[src/rtl/csr_rmw_stage.sv]
// CSRRW/RS/RC read-modify-write stage in front of the CSR store: old value read at accept, write one cycle later, old value on a registered response.
// Accept->write 1 cycle, accept->rsp 2 cycles; S1 and its write stall behind an unaccepted response. CSR_FWD_EN forwards S1's pending value instead of bubbling.
module csr_rmw_stage #(
   parameter  int NUM_WARPS = 4,
   parameter  int ADDR_BITS = 12,
   parameter  int RD_BITS   = 5,
   localparam int NW_BITS   = (NUM_WARPS > 1) ? $clog2(NUM_WARPS) : 1
) (
   input  logic                 clk,
   input  logic                 reset,
   input  logic                 req_valid,
   output logic                 req_ready,
   input  logic [NW_BITS-1:0]   req_wid,
   input  logic [ADDR_BITS-1:0] req_addr,
   input  logic [1:0]           req_op,
   input  logic                 req_use_imm,
   input  logic [4:0]           req_imm,
   input  logic [31:0]          req_rs1_data,
   input  logic [RD_BITS-1:0]   req_rd,
   output logic                 csr_read_enable,
   output logic [ADDR_BITS-1:0] csr_read_addr,
   output logic [NW_BITS-1:0]   csr_read_wid,
   input  logic [31:0]          csr_read_data,
   output logic                 csr_write_enable,
   output logic [ADDR_BITS-1:0] csr_write_addr,
   output logic [NW_BITS-1:0]   csr_write_wid,
   output logic [31:0]          csr_write_data,
   output logic                 rsp_valid,
   input  logic                 rsp_ready,
   output logic [NW_BITS-1:0]   rsp_wid,
   output logic [RD_BITS-1:0]   rsp_rd,
   output logic [31:0]          rsp_data,
   output logic                 rsp_illegal,
   output logic                 busy
);

   typedef enum logic [1:0] {
      OP_ILL = 2'd0,
      OP_RW  = 2'd1,
      OP_RS  = 2'd2,
      OP_RC  = 2'd3
   } op_e;

   typedef struct packed {
      logic                 vld;
      logic [NW_BITS-1:0]   wid;
      logic [ADDR_BITS-1:0] addr;
      logic [RD_BITS-1:0]   rd;
      logic [31:0]          old;
      logic [31:0]          nxt;
      logic                 wr;
      logic                 ill;
   } s1_t;

   typedef struct packed {
      logic                 vld;
      logic [NW_BITS-1:0]   wid;
      logic [RD_BITS-1:0]   rd;
      logic [31:0]          data;
      logic                 ill;
   } rsp_t;

   s1_t  s1_q, s1_d;
   rsp_t r_q, r_d;

   logic        advance;
   logic        s1_go;
   logic        hazard;
   logic        req_fire;
   logic [31:0] operand;
   logic [31:0] old_val;
   logic [31:0] new_val;
   logic        wr_need;
   logic        read_only;
   logic        ill;

   always_comb begin
      advance = ~r_q.vld | rsp_ready;
      s1_go   = s1_q.vld & advance;
      // Only a write that will actually land can make the store's read stale
      hazard  = s1_q.vld & s1_q.wr & (req_addr == s1_q.addr) & (req_wid == s1_q.wid);
`ifdef CSR_FWD_EN
      req_ready = ~reset & (~s1_q.vld | advance);
      old_val   = hazard ? s1_q.nxt : csr_read_data;
`else
      req_ready = ~reset & (~s1_q.vld | advance) & ~hazard;
      old_val   = csr_read_data;
`endif
      req_fire = req_valid & req_ready;
      operand  = req_use_imm ? {27'd0, req_imm} : req_rs1_data;

      wr_need = 1'b0;
      new_val = old_val;
      case (req_op)
         OP_RW: begin
            new_val = operand;
            wr_need = 1'b1;
         end
         OP_RS: begin
            new_val = old_val | operand;
            wr_need = |operand;
         end
         OP_RC: begin
            new_val = old_val & ~operand;
            wr_need = |operand;
         end
         default: ;
      endcase
      read_only = (req_addr[ADDR_BITS-1 -: 2] == 2'b11);
      ill       = (req_op == OP_ILL) | (read_only & wr_need);

      s1_d = s1_q;
      if (req_fire) begin
         s1_d.vld  = 1'b1;
         s1_d.wid  = req_wid;
         s1_d.addr = req_addr;
         s1_d.rd   = req_rd;
         s1_d.old  = old_val;
         s1_d.nxt  = new_val;
         s1_d.wr   = wr_need & ~ill;
         s1_d.ill  = ill;
      end else if (s1_go) begin
         s1_d.vld = 1'b0;
      end

      r_d = r_q;
      if (s1_go) begin
         r_d.vld  = 1'b1;
         r_d.wid  = s1_q.wid;
         r_d.rd   = s1_q.rd;
         r_d.data = s1_q.old;
         r_d.ill  = s1_q.ill;
      end else if (rsp_ready) begin
         r_d.vld = 1'b0;
      end
   end

   always_ff @(posedge clk) begin
      if (reset) begin
         s1_q <= '0;
         r_q  <= '0;
      end else begin
         s1_q <= s1_d;
         r_q  <= r_d;
      end
   end

   assign csr_read_enable  = req_fire;
   assign csr_read_addr    = req_addr;
   assign csr_read_wid     = req_wid;

   // Gating with reset drops an in-flight entry without touching the store
   assign csr_write_enable = ~reset & s1_go & s1_q.wr;
   assign csr_write_addr   = csr_write_enable ? s1_q.addr : '0;
   assign csr_write_wid    = csr_write_enable ? s1_q.wid  : '0;
   assign csr_write_data   = csr_write_enable ? s1_q.nxt  : '0;

   assign rsp_valid   = r_q.vld;
   assign rsp_wid     = r_q.wid;
   assign rsp_rd      = r_q.rd;
   assign rsp_data    = r_q.data;
   assign rsp_illegal = r_q.ill;
   assign busy        = s1_q.vld | r_q.vld;

endmodule

[config.mk]
export PLATFORM = sky130hd
export DESIGN_NAME = csr_rmw_stage
export DESIGN_NICKNAME = d
export VERILOG_FILES = /design/src/rtl/csr_rmw_stage.sv
export SDC_FILE = /design/constraint.sdc
export NUM_CORES = 1
export LEC_CHECK = 0
export CAP_MARGIN = 20
export CORE_MARGIN = 3
export CORE_UTILIZATION = 50
export DETAILED_ROUTE_END_ITERATION = 8
export PLACE_DENSITY = 0.85
export SLEW_MARGIN = 20
export SYNTH_ARGS = -nofsm -noshare
export SYNTH_HDL_FRONTEND = slang
export SYNTH_SLANG_ARGS = --single-unit
[constraint.sdc]
create_clock -name clk -period 5.85 [get_ports clk]
set_clock_uncertainty 0.1 [all_clocks]
set_input_delay 1.17 -clock clk [delete_from_list [all_inputs] [get_ports clk]]
set_output_delay 1.17 -clock clk [all_outputs]
set_load 0.01 [all_outputs]
==> results of run 1 <==
[state kept, by name (all words and copies together), names as in the netlist]
name and flops:
rsp_data 32, rsp_rd 5, rsp_valid 1, rsp_wid 2, rsp_illegal 1, s1_q 86
[worst max-delay path by stage]
| stage | from | endpoint | cells after the start |
|---|---|---|---|
| 2_1_floorplan | req_addr[1] | csr_read_enable | 6 |
| 3_3_place_gp | req_addr[1] | csr_read_enable | 6 |
| 3_5_place_dp | req_addr[1] | csr_read_enable | 6 |
| 4_1_cts | req_addr[1] | csr_read_enable | 6 |
| 5_1_grt | req_addr[1] | csr_read_enable | 6 |
| 6_report | req_addr[1] | csr_read_enable | 6 |
[critical path: stages]
cell and delay (ns):
sky130_fd_sc_hd__clkdlybuf4s50_1 0.46, sky130_fd_sc_hd__xor2_1 0.16, sky130_fd_sc_hd__or4_4 0.55, sky130_fd_sc_hd__nor4_4 0.36, sky130_fd_sc_hd__nor4b_4 0.11, sky130_fd_sc_hd__clkdlybuf4s50_1 0.52
[layout make-up]
| class | instances | area [um^2] |
|---|---|---|
| fill | 842 | 3100 |
| clock inverter | 7 | 110 |
| inverter | 27 | 101 |
| tap | 143 | 179 |
| multi-input combinational | 497 | 2990 |
| sequential | 127 | 2540 |
| timing repair buffer | 209 | 2060 |
| clock buffer | 23 | 478 |
[per-layer routing]
| metal | vias up | GRT usage (%) |
|---|---|---|
| met4 | 2 | 12.5 |
| met2 | 236 | 46.3 |
| met1 | 2704 | 31.2 |
| li1 | 2699 | - |
| met5 | - | 0 |
| met3 | 55 | 8.11 |
[synthesized netlist by cell type (5+ instances only)]
master	number	area, um^2
sky130_fd_sc_hd__clkbuf_1	43	161
sky130_fd_sc_hd__a22oi_1	27	203
sky130_fd_sc_hd__inv_1	27	101
sky130_fd_sc_hd__and2_1	47	294
sky130_fd_sc_hd__a21oi_1	47	235
sky130_fd_sc_hd__o21ai_0	28	140
sky130_fd_sc_hd__a211oi_2	28	350
sky130_fd_sc_hd__nor2_1	96	360
sky130_fd_sc_hd__nand2_1	119	447
sky130_fd_sc_hd__xnor2_1	12	105
sky130_fd_sc_hd__buf_4	18	135
sky130_fd_sc_hd__nor4_1	7	43.8
sky130_fd_sc_hd__mux2i_1	56	561
sky130_fd_sc_hd__dfxtp_1	127	2540
sky130_fd_sc_hd__a211oi_1	5	37.5
sky130_fd_sc_hd__buf_6	5	56.3
[logic make-up after synthesis]
group | count (synthesis)
flip-flops | 127
AO/OA/AOI/OAI | 138
buffers and inverters | 96
multiplexers | 56
AND/OR/NAND/NOR | 288
XOR/XNOR | 15
[metrics by stage]
step	cell area [um^2]	setup slack [ns]	total power, mW
2_1_floorplan	5980	1.99	1.10
3_3_place_gp	7880	1.26	1.22
3_5_place_dp	7880	1.23	1.23
4_1_cts	8470	1.23	2.28
5_1_grt	8470	1.16	2.35
6_report	8470	1.24	2.28
[power groups by stage]
stage	combinational (mW)	sequential [mW]	clock, mW
floorplan	0.166	0.937	0
global placement	0.279	0.939	0
detailed placement	0.289	0.941	0
CTS	0.292	0.924	1.07
global route	0.317	0.928	1.11
finish	0.291	0.925	1.06
==> flow_summary.json, run 1 <==
{
  "area_share_of_xor_xnor_cells_in_the_synthesized_design_pct": 2.20,
  "routed_wl_um": 18000,
  "regToRegEndpoint": "s1_q[45]",
  "cts_tree": "built",
  "half_perimeter_wire_length_after_detailed_placement_um": 12200,
  "worstSetupPathType": "input pin to output pin",
  "r2r_cells": 8,
  "period_share_pct": 78.9,
  "report.final.hold_viol_count": 0,
  "dominantRegCellSynth": "sky130_fd_sc_hd__dfxtp_1",
  "synth_seq_area_share_pct": 42.5,
  "data_arrival_time_of_the_worst_path_ns": 3.34,
  "gr-usage-all-layers_pct": 27.1,
  "relSlewSlack_pct": 29.6,
  "detail_route.first_pass.iterations": 5,
  "clk_latency_ns": 0.43,
  "synthesized_instance_count": 720,
  "crit_path_max_fanout": 3,
  "met1_length_um": 7180,
  "syn-cell-area_um2": 5980,
  "ios": 200,
  "crit_path_start_kind": "input pin",
  "coreArea_um2": 11600,
  "report.final.slew_viol_count": 0,
  "timing.final.crit_period_ns": 4.61,
  "end_kind": "output pin",
  "power.share.sequential_pct": 40.6,
  "clkTransAtPathRegs_ns": 0.05,
  "antenna_found_initial": 1,
  "initial_core_util_pct": 51.7,
  "clk_root_buffer_cell": "sky130_fd_sc_hd__clkbuf_16",
  "cts.hold.buffers_added": 0,
  "drc_errors": 0,
  "p_int_mw": 1.74,
  "synth_cell_type_count": 33,
  "ctsLongestPathBuffers": 2,
  "numPlacedInstances": 1003,
  "finalHoldWorstSlack_ns": 0.351,
  "combinational_power_share_pct": 12.8,
  "timing.rr.start": "s1_q[83]",
  "postCtsSetupBuffers": 0,
  "layout-drive-gt1-share_pct": 8.31,
  "synth.yosys.warnings": 0,
  "rows": 39,
  "area_growth_syn_to_layout_pct": 41.7,
  "synth_top_family_by_area": "simple AND/OR/NAND/NOR gates",
  "max_freq_mhz": 217,
  "switching_share_pct": 23.7,
  "ant_nets": 0,
  "design.final.nets": 974,
  "synthMuxAreaShare_pct": 9.38,
  "power_leakage_nw": 3.22,
  "detailedRoute.firstIterationViolations": 469,
  "layout.cells.most_common": "sky130_fd_sc_hd__clkdlybuf4s50_1",
  "maximum_number_of_pins_on_one_net_before_global_route_repair": 68,
  "min_from": "s1_q[0]",
  "postSynthRegisterBits": 127,
  "global_route.overflow_total": 0,
  "floorplan.die_area_um2": 13300,
  "share_clk_of_total_power_pct": 46.6,
  "first_pass_grt_wire_length_um": 28200,
  "power_switching_mw": 0.540,
  "synthAdderAreaFrac_pct": 0,
  "avgRoutedWirePerCell_um": 17.5,
  "cts_sinks": 127,
  "wl_met3_um": 1260,
  "route.vias.total": 5696,
  "dieHeight_um": 115,
  "diodes": 0,
  "hold_path_class": "flop to flop",
  "syn_area_per_cell_um2": 8.30,
  "cts_buffers": 17,
  "postCtsResizedCells": 0,
  "synth-edff-count": 0,
  "mostFrequentLayoutCells": "sky130_fd_sc_hd__clkdlybuf4s50_1 (198), sky130_fd_sc_hd__dfxtp_1 (127), sky130_fd_sc_hd__nand2_1 (119)",
  "layout.cells.non_filler": 1033,
  "grt_pass1_vias": 5648,
  "post_route_utilization_pct": 73.2,
  "timing.final.setup_violations": 0,
  "hold_path_depth": 2,
  "die_x_um": 115,
  "data_required_time_at_the_worst_endpoint_ns": 4.58,
  "timing_worst_slew_pin_value_ns": 1.05,
  "irDropWorstVdd_v": 0.000203,
  "power-per-cell-area_nw_per_um2": 269,
  "outcome": "finished, final reports clean",
  "highest_layer": "met5",
  "clock_tree.htree_level_count": 4,
  "io_buffers": 199,
  "setup_total_negative_slack_ns": 0,
  "whs_endpoint": "rsp_illegal",
  "rsz0062_at_grt": "no",
  "vias_per_cell": 5.51,
  "wl_met2_um": 8980,
  "timing.max_cap.violations": 0,
  "globalplace.congestion": 0.840,
  "r2r_setup_slack_ns": 2.55,
  "synthesis.nets": 815,
  "post_synth_and_or_nand_nor_area_fraction_pct": 21.6,
  "synth_compound_gate_area_share_pct": 16.5,
  "synthArstFlopShare_pct": 0
}
(Power assumes the default switching activity.)
==> run 2, diff against run 1 <==
--- a/config.mk
+++ b/config.mk
@@ -7,9 +7,9 @@
 export LEC_CHECK = 0
 export CAP_MARGIN = 20
 export CORE_MARGIN = 3
-export CORE_UTILIZATION = 50
+export CORE_UTILIZATION = 42
 export DETAILED_ROUTE_END_ITERATION = 8
-export PLACE_DENSITY = 0.85
+export PLACE_DENSITY = 0.76
 export SLEW_MARGIN = 20
 export SYNTH_ARGS = -nofsm -noshare
 export SYNTH_HDL_FRONTEND = slang
==> constraint.sdc (replaced) <==
create_clock -name clk -period 4 [get_ports clk]
set_clock_uncertainty 0.1 [all_clocks]
set_input_delay 0.8 -clock clk [delete_from_list [all_inputs] [get_ports clk]]
set_output_delay 0.8 -clock clk [all_outputs]
set_load 0.01 [all_outputs]
==> flow_summary.json, run 2 (synthesis gave the netlist of run 1 again) <==
{
  "outcome": "finished, final reports clean",
  "ant_nets": 0,
  "rsz0062_at_grt": "no",
  "timing.final.setup_violations": 0,
  "clock_tree.htree_level_count": 4,
  "half_perimeter_wire_length_after_detailed_placement_um": 11700,
  "floorplan.die_area_um2": 15700,
  "layout-drive-gt1-share_pct": 8.84,
  "avgRoutedWirePerCell_um": 16.4,
  "dieHeight_um": 125,
  "final_area_um2": 8560,
  "timing_worst_slew_pin_value_ns": 0.876,
  "mostFrequentLayoutCells": "sky130_fd_sc_hd__clkdlybuf4s50_1 (198), sky130_fd_sc_hd__dfxtp_1 (127), sky130_fd_sc_hd__nand2_1 (119)",
  "detailedRoute.firstIterationViolations": 378,
  "die_x_um": 125,
  "vias_per_cell": 5.11,
  "seqCellArea_um2": 2540,
  "end_kind": "output pin",
  "buffer_and_inverter_count_on_the_worst_path": 2,
  "power_switching_mw": 0.807,
  "setup_total_negative_slack_ns": 0,
  "combinational_power_share_pct": 12.6,
  "clkTransAtPathRegs_ns": 0.06,
  "io_buffers": 199,
  "power-per-cell-area_nw_per_um2": 393,
  "first_pass_grt_wire_length_um": 28400,
  "cts_tree": "built",
  "critical_path.max_stage_delay_ns": 0.55,
  "maximum_number_of_pins_on_one_net_before_global_route_repair": 121,
  "p_int_mw": 2.55,
  "cts_sinks": 127,
  "global_route.overflow_total": 0,
  "rows": 42,
  "placed_area_um2": 7950,
  "timing.final.crit_period_ns": 3.88,
  "antenna_found_initial": 0,
  "worstSetupPathType": "input pin to output pin",
  "relSlewSlack_pct": 41.6,
  "drc_errors": 0,
  "ctsLongestPathBuffers": 2,
  "design.final.nets": 976,
  "data_required_time_at_the_worst_endpoint_ns": 3.10,
  "critPathTopFamily": "simple AND/OR/NAND/NOR gates",
  "max_freq_mhz": 258,
  "period_share_pct": 97.0,
  "gr-usage-all-layers_pct": 22.5,
  "detail_route.first_pass.iterations": 5,
  "postCtsSetupBuffers": 0,
  "flip_flop_count_of_the_largest_register_after_layout": 86,
  "coreArea_um2": 13600,
  "power.share.sequential_pct": 40.2,
  "cts.hold.buffers_added": 0,
  "max_flop_register": "s1_q",
  "routed_wl_um": 17500,
  "report.final.slew_viol_count": 0,
  "ios": 200,
  "switching_share_pct": 24.0,
  "globalplace.congestion": 0.802,
  "crit_path_max_fanout": 3,
  "clk_root_buffer_cell": "sky130_fd_sc_hd__clkbuf_16",
  "share_clk_of_total_power_pct": 47.2,
  "diodes": 0,
  "layout.cells.most_common": "sky130_fd_sc_hd__clkdlybuf4s50_1",
  "irDropWorstVdd_v": 0.000233,
  "initial_core_util_pct": 44.1,
  "crit_chain": "clkdlybuf4s50_1 -> xor2_1 -> or4_4 -> nor4_4 -> nor4b_4 -> clkdlybuf4s50_1",
  "cts_buffers": 17,
  "multiInputGateArea_um2": 2990,
  "hold_path_class": "flop to flop",
  "num-fill-cells": 1167,
  "data_arrival_time_of_the_worst_path_ns": 2.98,
  "post_route_utilization_pct": 63.1,
  "postCtsResizedCells": 0,
  "timing.max_cap.violations": 0,
  "crit_path_start_kind": "input pin",
  "r2r_setup_slack_ns": 1.35,
  "route.vias.total": 5469,
  "report.final.hold_viol_count": 0,
  "area_growth_syn_to_layout_pct": 43.2,
  "grt_pass1_vias": 5354,
  "clk_latency_ns": 0.42,
  "power_leakage_nw": 3.23,
  "worst_path_most_repeated_cell": "sky130_fd_sc_hd__clkdlybuf4s50_1",
  "timing.critical_path.slowest_stage_cell": "sky130_fd_sc_hd__or4_4"
}
## run 2: changes by cell type in the layout (fill, tap and decap cells not counted), sizes merged
cell	delta
clkinvlp	+4
buf	+2
clkbuf	-1
clkinv	-1
## run 2: final timing paths
check / from / cells past startpoint / endpoint
worst max-delay path: req_addr[1] / 6 / csr_read_enable
worst max register to register: s1_q[72] / 7 / s1_q[34]
worst min-delay path: s1_q[37] / 2 / rsp_data[3]
worst min register to register: s1_q[37] / 2 / rsp_data[3]
## run 2: worst reg2reg max path, cell delays in order, from the launching register on
cell	delay (ns)
sky130_fd_sc_hd__dfxtp_1	0.33
sky130_fd_sc_hd__xor2_1	0.16
sky130_fd_sc_hd__or4_4	0.55
sky130_fd_sc_hd__nor4_4	0.39
sky130_fd_sc_hd__nor4b_4	0.12
sky130_fd_sc_hd__buf_12	0.22
sky130_fd_sc_hd__mux2i_1	0.58
sky130_fd_sc_hd__nor2_1	0.06
## run 2: metal layers
| layer | track usage, % | share of wire, % |
|---|---|---|
| met2 | 36.3 | 47 |
| met1 | 28.8 | 44 |
| met3 | 6.61 | 6.7 |
| met5 | 0 | 0 |
| met4 | 8.23 | 2.1 |
## run 2: power groups by stage
stage / logic [mW] / registers, mW / clock network (mW)
2_1_floorplan: 0.243 / 1.37 / 0
3_3_place_gp: 0.418 / 1.38 / 0
3_5_place_dp: 0.424 / 1.38 / 0
4_1_cts: 0.427 / 1.35 / 1.61
5_1_grt: 0.466 / 1.36 / 1.67
6_report: 0.424 / 1.35 / 1.59
## run 2: cell type report
| class | instances | share of cell area (%) |
|---|---|---|
| tap | 176 | 2.57 |
| timing repair buffer | 211 | 24.4 |
| sequential | 127 | 29.7 |
| clock buffer | 22 | 5.54 |
| inverter | 27 | 1.18 |
| clock inverter | 10 | 1.58 |
| multi-input combinational | 497 | 35.0 |
## run 2: metrics by stage
step / cells / setup slack (ns) / hold WS (ns) / power [mW]
after floorplan: 720 / 0.881 / 0.331 / 1.61
after global placement: 1038 / 0.154 / 0.337 / 1.79
after detailed placement: 1038 / 0.125 / 0.341 / 1.80
after CTS: 1070 / 0.102 / 0.346 / 3.39
after global routing: 1070 / 0.0717 / 0.363 / 3.50
final: 1070 / 0.120 / 0.345 / 3.36
